$ cat config.mk
export PLATFORM = sky130hd
export DESIGN_NAME = pwm_softstart_seq_flat
export DESIGN_NICKNAME = d
export VERILOG_FILES = /design/src/rtl/pwm_reg_pkg.sv /design/src/rtl/pwm_softstart_seq_if.sv /design/src/rtl/pwm_seq_ivl_timer.sv /design/src/rtl/pwm_softstart_seq.sv /design/src/flat_wrapper.sv
export SDC_FILE = /design/constraint.sdc
export NUM_CORES = 1
export LEC_CHECK = 0
export BUFFER_PORTS_ARGS = -buffer_cell sky130_fd_sc_hd__buf_4
export CORE_ASPECT_RATIO = 2
export CORE_MARGIN = 4
export CORE_UTILIZATION = 55
export CTS_CLUSTER_SIZE = 24
export DETAILED_ROUTE_END_ITERATION = 10
export GPL_ROUTABILITY_DRIVEN = 0
export PLACE_DENSITY_LB_ADDON = 0.12
export SLEW_MARGIN = 20
export SYNTH_ARGS = -nofsm -noshare
export SYNTH_HDL_FRONTEND = slang
export SYNTH_SLANG_ARGS = --single-unit
$ cat constraint.sdc
create_clock -name clk -period 7.3 [get_ports clk]
set_input_delay 0.73 -clock clk [delete_from_list [all_inputs] [get_ports clk]]
set_output_delay 0.73 -clock clk [all_outputs]
set_load 0.01 [all_outputs]
$ cat src/rtl/pwm_reg_pkg.sv
// Register map and sequencer state encoding shared by the PWM soft-start sequencer.
// Latency: n/a (declarations only).
// Backpressure: n/a.
package pwm_reg_pkg;

    // PWM register file address map
    localparam logic [3:0] REG_CTRL   = 4'h0;  // {mode, en}
    localparam logic [3:0] REG_PERIOD = 4'h4;
    localparam logic [3:0] REG_DUTY1  = 4'h8;
    localparam logic [3:0] REG_DUTY2  = 4'hC;
    localparam logic [3:0] REG_DT_VAL = 4'hD;
    localparam logic [3:0] REG_PSC    = 4'hE;
    localparam logic [3:0] REG_DT_EN  = 4'hF;

    typedef enum logic [3:0] {
        IDLE,
        W_PSC,
        W_PER,
        W_DT,
        W_DTEN,
        W_D1Z,
        W_D2Z,
        W_EN,
        STEP,
        W_D1,
        W_D2,
        WAIT,
        DONE,
        ABORT
    } seq_state_t;

    // States in which the sequencer leaves the register port free for the host.
    function automatic logic host_window(input seq_state_t s);
        return (s == IDLE) || (s == WAIT) || (s == DONE);
    endfunction

endpackage

$ cat src/rtl/pwm_softstart_seq_if.sv
// Host request bus plus register-file port of the PWM soft-start sequencer.
// Latency: n/a (wiring only); master = sequencer side, slave = host/register-file side.
// Backpressure: host_gnt qualifies host_req; the register port itself has none.
interface pwm_softstart_seq_if #(
    parameter int WIDTH = 16
) ();
    logic             host_req;
    logic             host_wr;
    logic [3:0]       host_addr;
    logic [WIDTH-1:0] host_wdata;
    logic             host_gnt;
    logic             host_rvalid;
    logic [WIDTH-1:0] host_rdata;
    logic             reg_wr_en;
    logic             reg_rd_en;
    logic [3:0]       reg_addr;
    logic [WIDTH-1:0] reg_wr_data;
    logic [WIDTH-1:0] reg_rd_data;

    modport master (
        input  host_req, host_wr, host_addr, host_wdata, reg_rd_data,
        output host_gnt, host_rvalid, host_rdata,
               reg_wr_en, reg_rd_en, reg_addr, reg_wr_data
    );

    modport slave (
        output host_req, host_wr, host_addr, host_wdata, reg_rd_data,
        input  host_gnt, host_rvalid, host_rdata,
               reg_wr_en, reg_rd_en, reg_addr, reg_wr_data
    );
endinterface

$ cat src/rtl/pwm_seq_ivl_timer.sv
// Ramp step-interval countdown timer: load, count down while run, flag the last cycle.
// Latency: expire is high in the final run cycle of a loaded interval (load_val cycles after load).
// Backpressure: none; clr has priority over load.
// Ports: clk/rst_n, clr (zero counter), load/load_val, run (count enable), expire.
module pwm_seq_ivl_timer #(
    parameter int IVL_W = 16
) (
    input  logic             clk,
    input  logic             rst_n,
    input  logic             clr,
    input  logic             load,
    input  logic [IVL_W-1:0] load_val,
    input  logic             run,
    output logic             expire
);
    logic [IVL_W-1:0] cnt;

    always_ff @(posedge clk or negedge rst_n) begin
        if (!rst_n) begin
            cnt <= '0;
        end else if (clr) begin
            cnt <= '0;
        end else if (load) begin
            cnt <= load_val;
        end else if (run && (cnt != '0)) begin
            cnt <= cnt - 1'b1;
        end
    end

    // A counter already at zero also expires so WAIT can never stall.
    assign expire = run && (cnt <= IVL_W'(1));

endmodule

$ cat src/rtl/pwm_softstart_seq.sv
// PWM soft-start sequencer: programs psc/period/(deadtime), zeroes duties, enables core, ramps duty1/duty2 to target.
// Latency: a bus op decided in cycle N appears on reg_* in N+1 for one cycle; host read data valid with host_rvalid in N+1.
// Backpressure: sequencer owns the register port; host_gnt only in IDLE/WAIT/DONE with no sequencer op pending.
// Ports: clk, rst_n (async, active-low); start/abort pulses; cfg_* and ramp settings (sampled on start);
//        bus (host request side + register-file side, master modport); busy, done and aborted status.
// Build option: PWM_SEQ_DT_CFG_EN adds cfg_deadtime and the dead-time value/enable writes.
module pwm_softstart_seq
    import pwm_reg_pkg::*;
#(
    parameter int WIDTH = 16,
    parameter int IVL_W = 16
) (
    input  logic               clk,
    input  logic               rst_n,
    input  logic               start,
    input  logic               abort,
    input  logic [WIDTH-1:0]   cfg_prescaler,
    input  logic [WIDTH-1:0]   cfg_period,
`ifdef PWM_SEQ_DT_CFG_EN
    input  logic [WIDTH-1:0]   cfg_deadtime,
`endif
    input  logic [WIDTH-1:0]   target_duty,
    input  logic [WIDTH-1:0]   step_size,
    input  logic [IVL_W-1:0]   step_ivl,
    pwm_softstart_seq_if.master bus,
    output logic               busy,
    output logic               done,
    output logic               aborted
);
    seq_state_t       state, state_nxt;
    logic [WIDTH-1:0] psc_q, per_q, tgt_q, step_q, cur;
`ifdef PWM_SEQ_DT_CFG_EN
    logic [WIDTH-1:0] dt_q;
`endif
    logic [IVL_W-1:0] ivl_q;
    logic             start_acc, ivl_load, ivl_expire;
    logic [WIDTH:0]   cur_sum;
    logic [WIDTH-1:0] cur_step;

    // Combinational bus decision and its registered copies
    logic             op_wr, op_rd, gnt, rvalid_nxt, done_nxt, aborted_nxt;
    logic [3:0]       op_addr;
    logic [WIDTH-1:0] op_data;
    logic             wr_en_q, rd_en_q, rvalid_q;
    logic [3:0]       addr_q;
    logic [WIDTH-1:0] wdata_q;

    assign start_acc = (state == IDLE) && start && !abort;

    // One extra bit so the step can never wrap past the target.
    assign cur_sum  = {1'b0, cur} + {1'b0, step_q};
    assign cur_step = (cur_sum >= {1'b0, tgt_q}) ? tgt_q : cur_sum[WIDTH-1:0];

    // Snapshot of configuration; target clipped to period, zero step/interval promoted to 1.
    always_ff @(posedge clk or negedge rst_n) begin
        if (!rst_n) begin
            psc_q  <= '0;
            per_q  <= '0;
            tgt_q  <= '0;
            step_q <= '0;
            ivl_q  <= '0;
`ifdef PWM_SEQ_DT_CFG_EN
            dt_q   <= '0;
`endif
        end else if (start_acc) begin
            psc_q  <= cfg_prescaler;
            per_q  <= cfg_period;
            tgt_q  <= (target_duty < cfg_period) ? target_duty : cfg_period;
            step_q <= (step_size == '0) ? WIDTH'(1) : step_size;
            ivl_q  <= (step_ivl == '0) ? IVL_W'(1) : step_ivl;
`ifdef PWM_SEQ_DT_CFG_EN
            dt_q   <= cfg_deadtime;
`endif
        end
    end

    always_ff @(posedge clk or negedge rst_n) begin
        if (!rst_n) begin
            cur <= '0;
        end else if (start_acc || (state == ABORT)) begin
            cur <= '0;
        end else if (state == STEP) begin
            cur <= cur_step;
        end
    end

    assign ivl_load = (state == W_D2) && (state_nxt == WAIT);

    pwm_seq_ivl_timer #(.IVL_W(IVL_W)) u_ivl_timer (
        .clk      (clk),
        .rst_n    (rst_n),
        .clr      (state == ABORT),
        .load     (ivl_load),
        .load_val (ivl_q),
        .run      (state == WAIT),
        .expire   (ivl_expire)
    );

    // State register
    always_ff @(posedge clk or negedge rst_n) begin
        if (!rst_n) state <= IDLE;
        else        state <= state_nxt;
    end

    // Next-state logic
    always_comb begin
        state_nxt = state;
        if (abort && (state != IDLE) && (state != ABORT)) begin
            state_nxt = ABORT;
        end else begin
            case (state)
                IDLE:   if (start_acc) state_nxt = W_PSC;
                W_PSC:  state_nxt = W_PER;
`ifdef PWM_SEQ_DT_CFG_EN
                W_PER:  state_nxt = W_DT;
`else
                W_PER:  state_nxt = W_D1Z;
`endif
                W_DT:   state_nxt = W_DTEN;
                W_DTEN: state_nxt = W_D1Z;
                W_D1Z:  state_nxt = W_D2Z;
                W_D2Z:  state_nxt = W_EN;
                W_EN:   state_nxt = STEP;
                STEP:   state_nxt = W_D1;
                W_D1:   state_nxt = W_D2;
                W_D2:   state_nxt = (cur == tgt_q) ? DONE : WAIT;
                WAIT:   if (ivl_expire) state_nxt = STEP;
                DONE:   state_nxt = IDLE;
                ABORT:  state_nxt = IDLE;
                default: state_nxt = IDLE;
            endcase
        end
    end

    // Output logic: sequencer write for this state, else a host op if the port is free.
    always_comb begin
        op_wr       = 1'b0;
        op_rd       = 1'b0;
        op_addr     = '0;
        op_data     = '0;
        gnt         = 1'b0;
        rvalid_nxt  = 1'b0;
        done_nxt    = 1'b0;
        aborted_nxt = 1'b0;
        case (state)
            W_PSC:  begin op_wr = 1'b1; op_addr = REG_PSC;    op_data = psc_q;      end
            W_PER:  begin op_wr = 1'b1; op_addr = REG_PERIOD; op_data = per_q;      end
`ifdef PWM_SEQ_DT_CFG_EN
            W_DT:   begin op_wr = 1'b1; op_addr = REG_DT_VAL; op_data = dt_q;       end
            W_DTEN: begin op_wr = 1'b1; op_addr = REG_DT_EN;  op_data = WIDTH'(1);  end
`endif
            W_D1Z:  begin op_wr = 1'b1; op_addr = REG_DUTY1;  op_data = '0;         end
            W_D2Z:  begin op_wr = 1'b1; op_addr = REG_DUTY2;  op_data = '0;         end
            W_EN:   begin op_wr = 1'b1; op_addr = REG_CTRL;   op_data = WIDTH'(1);  end
            W_D1:   begin op_wr = 1'b1; op_addr = REG_DUTY1;  op_data = cur;        end
            W_D2:   begin op_wr = 1'b1; op_addr = REG_DUTY2;  op_data = cur;        end
            ABORT:  begin op_wr = 1'b1; op_addr = REG_CTRL;   op_data = '0; aborted_nxt = 1'b1; end
            DONE:   done_nxt = 1'b1;
            default: ;
        endcase
        if (bus.host_req && host_window(state) && !op_wr) begin
            gnt        = 1'b1;
            op_wr      = bus.host_wr;
            op_rd      = !bus.host_wr;
            op_addr    = bus.host_addr;
            op_data    = bus.host_wr ? bus.host_wdata : '0;
            rvalid_nxt = !bus.host_wr;
        end
    end

    always_ff @(posedge clk or negedge rst_n) begin
        if (!rst_n) begin
            wr_en_q  <= 1'b0;
            rd_en_q  <= 1'b0;
            addr_q   <= '0;
            wdata_q  <= '0;
            rvalid_q <= 1'b0;
            done     <= 1'b0;
            aborted  <= 1'b0;
        end else begin
            wr_en_q  <= op_wr;
            rd_en_q  <= op_rd;
            addr_q   <= op_addr;
            wdata_q  <= op_data;
            rvalid_q <= rvalid_nxt;
            done     <= done_nxt;
            aborted  <= aborted_nxt;
        end
    end

    assign bus.reg_wr_en   = wr_en_q;
    assign bus.reg_rd_en   = rd_en_q;
    assign bus.reg_addr    = addr_q;
    assign bus.reg_wr_data = wdata_q;
    assign bus.host_rvalid = rvalid_q;
    assign bus.host_rdata  = bus.reg_rd_data;
    assign bus.host_gnt    = gnt;
    assign busy            = (state != IDLE);

endmodule
$ cat src/flat_wrapper.sv
// flat-port wrapper written by rule: the top's interface ports become plain ports
module pwm_softstart_seq_flat import pwm_reg_pkg::*;
#(
    parameter int WIDTH = 16,
    parameter int IVL_W = 16
)
  (clk, rst_n, start, abort, cfg_prescaler, cfg_period, target_duty, step_size, step_ivl, busy, done, aborted, bus_host_req, bus_host_wr, bus_host_addr, bus_host_wdata, bus_reg_rd_data, bus_host_gnt, bus_host_rvalid, bus_host_rdata, bus_reg_wr_en, bus_reg_rd_en, bus_reg_addr, bus_reg_wr_data);
  pwm_softstart_seq_if #(.WIDTH(WIDTH)) bus_i ();
  input  logic clk;
  input  logic rst_n;
  input  logic start;
  input  logic abort;
  input  logic [WIDTH-1:0] cfg_prescaler;
  input  logic [WIDTH-1:0] cfg_period;
  input  logic [WIDTH-1:0] target_duty;
  input  logic [WIDTH-1:0] step_size;
  input  logic [IVL_W-1:0] step_ivl;
  output logic busy;
  output logic done;
  output logic aborted;
  input wire logic [$bits(bus_i.host_req)-1:0] bus_host_req;
  input wire logic [$bits(bus_i.host_wr)-1:0] bus_host_wr;
  input wire logic [$bits(bus_i.host_addr)-1:0] bus_host_addr;
  input wire logic [$bits(bus_i.host_wdata)-1:0] bus_host_wdata;
  input wire logic [$bits(bus_i.reg_rd_data)-1:0] bus_reg_rd_data;
  output wire logic [$bits(bus_i.host_gnt)-1:0] bus_host_gnt;
  output wire logic [$bits(bus_i.host_rvalid)-1:0] bus_host_rvalid;
  output wire logic [$bits(bus_i.host_rdata)-1:0] bus_host_rdata;
  output wire logic [$bits(bus_i.reg_wr_en)-1:0] bus_reg_wr_en;
  output wire logic [$bits(bus_i.reg_rd_en)-1:0] bus_reg_rd_en;
  output wire logic [$bits(bus_i.reg_addr)-1:0] bus_reg_addr;
  output wire logic [$bits(bus_i.reg_wr_data)-1:0] bus_reg_wr_data;
  assign bus_i.host_req = bus_host_req;
  assign bus_i.host_wr = bus_host_wr;
  assign bus_i.host_addr = bus_host_addr;
  assign bus_i.host_wdata = bus_host_wdata;
  assign bus_i.reg_rd_data = bus_reg_rd_data;
  assign bus_host_gnt = bus_i.host_gnt;
  assign bus_host_rvalid = bus_i.host_rvalid;
  assign bus_host_rdata = bus_i.host_rdata;
  assign bus_reg_wr_en = bus_i.reg_wr_en;
  assign bus_reg_rd_en = bus_i.reg_rd_en;
  assign bus_reg_addr = bus_i.reg_addr;
  assign bus_reg_wr_data = bus_i.reg_wr_data;
  pwm_softstart_seq #(.WIDTH(WIDTH), .IVL_W(IVL_W)) u_core (.clk(clk), .rst_n(rst_n), .start(start), .abort(abort), .cfg_prescaler(cfg_prescaler), .cfg_period(cfg_period), .target_duty(target_duty), .step_size(step_size), .step_ivl(step_ivl), .bus(bus_i), .busy(busy), .done(done), .aborted(aborted));
endmodule
Word-level counts from Yosys, hierarchy flattened --
Index checks and enable logic that the tools add are counted.
Cells by class: add/sub/neg operators 2, magnitude comparators 3, equal/unequal tests 16, muxes and demuxes 25, reductions and logical operators 27
Operators with widths (count):
- $mux W16 | 11
- $pmux W16 S4 | 1
- $pmux W4 S11 | 1
- $logic_not A16 Y1 | 2
- $eq A4 B4 Y1 const B | 7
- $add A16 B16 Y17 | 1
- $ge A17 B16 Y1 | 1
- $eq A16 B16 Y1 | 1
- $eq A4 B3 Y1 const B | 4
- $le A16 B1 Y1 const B | 1
- $lt A16 B16 Y1 | 1
- $mux W4 | 4
- $pmux W4 S4 | 1
- $reduce_bool A16 Y1 | 1
- $sub A16 B1 Y16 const B | 1
- $logic_and A1 B1 Y1 | 9
- $eq A4 B2 Y1 const B | 2
- $reduce_or A2 Y1 | 4
- $reduce_or A8 Y1 | 1
- $mux W1 | 6
- $eq A4 B1 Y1 const B | 1
- $logic_not A4 Y1 | 1
- $ne A4 B4 Y1 const B | 1
- $reduce_bool A4 Y1 | 1
- other kinds (5) | 9
Storage, ports and cells: flip-flop bits (word level) 140, input port bits 122, output and inout port bits 43, logic and storage cells 87

Longest topological paths before layout --
depth after elaboration 10, gate-level depth with buffers 18, depth with buffers taken out 16

Modules after synthesis --
Synthesis repeated with hierarchy kept, for this count alone.
Second synthesis, totals: cell total of the unflattened synthesis 955, area total of the unflattened synthesis 8425.6 um2
By module, submodules not included:
- pwm_softstart_seq | times used 1, cells an instance 822, area each 7254.5 um2, sequential area each 3103.0 um2
- pwm_seq_ivl_timer | times used 1, cells an instance 133, area each 1171.1 um2, sequential area each 400.4 um2

Least setup slack after synthesis --
Ideal clock, no wire load.
path kind register to register, start point reg u_core.cur[0], end point reg u_core.cur[9], setup time 0.133 ns, arrival 3.569 ns, slack 3.598 ns, stages on the path, launching flop included 19, buffers on the path 2, period minus slack after synthesis 3.702 ns, path through dfrtp_1 > ha_1 > inv_1 > fa_1 > nand2b_1 > a21o_1 > a21oi_1 > mux2i_1 > nand2_1 > ha_1 > a21o_1 > a21oi_1 > o21ai_0 > o311ai_0 > o211a_1 > buf_2 > buf_4 > mux2i_1 > o21ai_0
Between the ends: word-level cells in the longest chain between the ends 5
Ends and longest elaborated chain:
- start, declared | RTL line pwm_softstart_seq.sv:31 | logic [WIDTH-1:0] psc_q, per_q, tgt_q, step_q, cur;
- start signal, assigned | RTL line pwm_softstart_seq.sv:83 | cur <= cur_step;
- $add A16 B16 Y17 * | RTL line pwm_softstart_seq.sv:51 | assign cur_sum = {1'b0, cur} + {1'b0, step_q};
- $ge A17 B16 Y1 | RTL line pwm_softstart_seq.sv:52 | assign cur_step = (cur_sum >= {1'b0, tgt_q}) ? tgt_q : cur_sum[WIDTH-1:0];
- $mux W16 * | RTL line pwm_softstart_seq.sv:52
- $mux W16 * | RTL line pwm_softstart_seq.sv:82 | end else if (state == STEP) begin
- $mux W16 * | RTL line pwm_softstart_seq.sv:80 | end else if (start_acc || (state == ABORT)) begin
Mark *: on every way between the ends. The rest lies on a longest branch, timed or not. The select of a mux whose other input is x is not followed. A chain may end at the register's enable or synchronous reset.

Worst setup path in the final report --
start point reg u_core.cur[6], end point reg u_core.cur[13]
The elaborated chain is that of the path after synthesis.

==> flow_summary.json <==
{
  "dieHeight_um": 179,
  "synth_top_area_frac": 0.435,
  "synth_flop_cell": "dfrtp_1",
  "syn-mean-instance-area_um2": 8.84,
  "cpPeakStageDelay_ns": 0.85,
  "yosysWarnings": 0,
  "insertion_delay_ns": 0.43,
  "path_max_fanout": 16,
  "viasPerCell": 5.86,
  "slew_violations": 0,
  "synth-edff-count": 0,
  "area_growth_pct": 20.5,
  "p_per_area_nw_per_um2": 449,
  "ys_seq_elements": 140,
  "synth_area_um2": 8050,
  "syn_inst": 910,
  "dr.pass1.iters": 9,
  "synth_cell_types": 55,
  "wl_per_cell_um": 19.3,
  "peakVddDrop_mv": 0.364,
  "setup_viol": 0,
  "worstPathArrival_ns": 4.82,
  "die_area_um2": 16700,
  "mostFrequentLayoutCell": "nand2_1",
  "grt_max_degree": 82,
  "initial_core_util": 0.561,
  "ctsRootBufferMaster": "clkbuf_16",
  "drt_first_iter_violations": 453,
  "relSlewSlack": 0.370,
  "fin_worst_skew_ns": 0.0148,
  "tightest_slew_ns": 0.945,
  "grt_pass1_vias": 7179,
  "min_period_ns": 4.55,
  "synth_nets": 1083,
  "worst_path_max_delay_cell": "o211a_1",
  "nets": 1183,
  "postCtsHoldBufs": 0,
  "worst-setup-path-type": "reg -> reg",
  "cp.required_ns": 7.57,
  "ios": 165,
  "synth_area_leaders": "dfrtp_1 (44%), nand2_1 (11%), ha_1 (7.8%), o21ai_0 (3.4%), xnor2_1 (2.5%)",
  "post_cts_buffers": 0,
  "p_leak_nw": 4.90,
  "final_core_util": 0.676,
  "r2r_cells": 14,
  "via_count": 7114,
  "clock_sinks": 140,
  "port_buffers": 132,
  "core_um2": 14400,
  "postRouteAntennaNets": 0,
  "worst_setup_path_end_kind": "flop",
  "hold_path.class": "in -> async",
  "drc": 0,
  "clkTransAtPathRegs_ns": 0.06,
  "grt_pass1_wl_mm": 36.6,
  "grt_overflow": 0,
  "cts_max_path_buffers": 2,
  "synthArstFlopShare": 1.00,
  "grt_antenna_before_repair": 1,
  "cts_tree": "yes",
  "ctsResizeCount": 0,
  "final_cell_mix": "nand2_1 (236), buf_4 (140), dfrtp_1 (140)",
  "ys_seq_area_frac": 0.435,
  "finalHoldViolations": 0,
  "drive_above_1_share": 0.180,
  "wl_mm": 23.5,
  "timing.final.crit_share": 0.623,
  "hpwlAfterDp_mm": 17.6,
  "synth_area_leader_cell": "dfrtp_1",
  "worstPathCellList": "ha_1, a2111oi_0, o21ai_0, a31o_2, a21oi_1, xnor2_1, ha_1, nand3_1, nor4_1, o31a_1, o311ai_0, o211a_1, mux2i_1, o21ai_0",
  "tns_ns": 0,
  "clock.fmax_mhz": 220,
  "grt.total_usage": 0.289,
  "status": "complete, no violations",
  "die_width_um": 93.5,
  "h-tree-depth": 4,
  "grt_setup_unrepaired": "false",
  "cp-start-kind": "flop",
  "rows": 62,
  "cts_buffers": 17,
  "drv_cap": 0
}
Yosys cell counts, types with 12 or more instances:
cell / number
a211oi_1: 15
a21o_1: 12
a21oi_1: 28
a222oi_1: 15
buf_4: 18
clkbuf_1: 40
dfrtp_1: 140
ha_1: 50
inv_1: 41
mux2i_1: 20
nand2_1: 236
nand3_1: 24
nor2_1: 41
nor3_1: 17
nor4_1: 15
o21ai_0: 54
o221ai_1: 15
xnor2_1: 23
xor2_1: 20
worst paths after layout:
path	endpoint	startpoint	slack, ns
max in group asynchronous	u_core.ivl_q[11]	rst_n	5.64
hold reg to reg	u_core.ivl_q[4]	u_core.ivl_q[4]	0.48
setup reg to reg	u_core.cur[13]	u_core.cur[6]	2.75
setup / recovery	u_core.cur[13]	u_core.cur[6]	2.75
hold / removal	u_core.bus.reg_addr[0]	rst_n	0.31
min in group clk	u_core.bus.reg_rd_en	bus_host_wr	0.45
worst max-delay path: cells and delay by family, from the launching register on:
kind,cells,cell delay (ns)
AO/OA/AOI/OAI,8,2.66
XOR/XNOR,1,0.17
adder cells (fa/ha/maj),2,0.67
flip-flops,1,0.42
multiplexers,1,0.29
AND/OR/NAND/NOR,2,0.20
flip-flops by register name, summed over array words and instances (netlist names):
| name | count |
|---|---|
| u_core.done | 1 |
| u_core.bus.reg_rd_en | 1 |
| u_core.bus.reg_wr_data | 16 |
| u_core.bus.reg_addr | 4 |
| u_core.step_q | 16 |
| u_core.psc_q | 16 |
| u_core.tgt_q | 16 |
| u_core.state | 4 |
| u_core.ivl_q | 16 |
| u_core.u_ivl_timer.cnt | 16 |
| u_core.bus.reg_wr_en | 1 |
| u_core.aborted | 1 |
| u_core.cur | 16 |
| u_core.per_q | 16 |
routing by layer:
metal | wire, µm | global-route usage | vias to the layer above
met5 | 0 | 0 | -
met3 | 1090 | 0.0512 | 90
met2 | 12900 | 0.535 | 241
met4 | 1630 | 0.176 | 0
li1 | - | - | 3356
met1 | 7870 | 0.294 | 3427
area by class of cell:
type                       instances  area (µm²)
fill                            1184        4650
multi-input combinational        669        4120
sequential                       140        3500
timing repair buffer             141        1060
clock buffer                      18         429
tap                              192         240
clock inverter                    13         191
inverter                          41         154
antenna                            1        2.50
power breakdown:
part,leakage [nW],internal (mW),total [mW],switching [mW]
Combinational,2.81,0.853,1.97,1.12
Clock,0.293,0.573,0.920,0.347
Sequential,1.80,1.11,1.46,0.347
Total,4.90,2.54,4.35,1.81
cell families after synthesis:
kind of cell,synth area share
flip-flops,0.435
buffers and inverters,0.0557
AO/OA/AOI/OAI,0.148
multiplexers,0.0249
adder cells (fa/ha/maj),0.0802
AND/OR/NAND/NOR,0.209
XOR/XNOR,0.0468
through the flow:
| stage | power, mW | area (µm²) | setup WS, ns | cells | hold WS [ns] |
|---|---|---|---|---|---|
| finish | 4.35 | 9700 | 2.75 | 1215 | 0.312 |
| global route | 4.63 | 9700 | 2.29 | 1215 | 0.368 |
| CTS | 4.33 | 9690 | 2.82 | 1214 | 0.345 |
| detailed placement | 3.38 | 9070 | 2.92 | 1183 | 0.463 |
| global placement | 3.34 | 9070 | 2.98 | 1183 | 0.458 |
| floorplan | 2.76 | 8050 | 3.60 | 910 | 0.434 |
No activity file was read; power rests on OpenSTA's default activity.
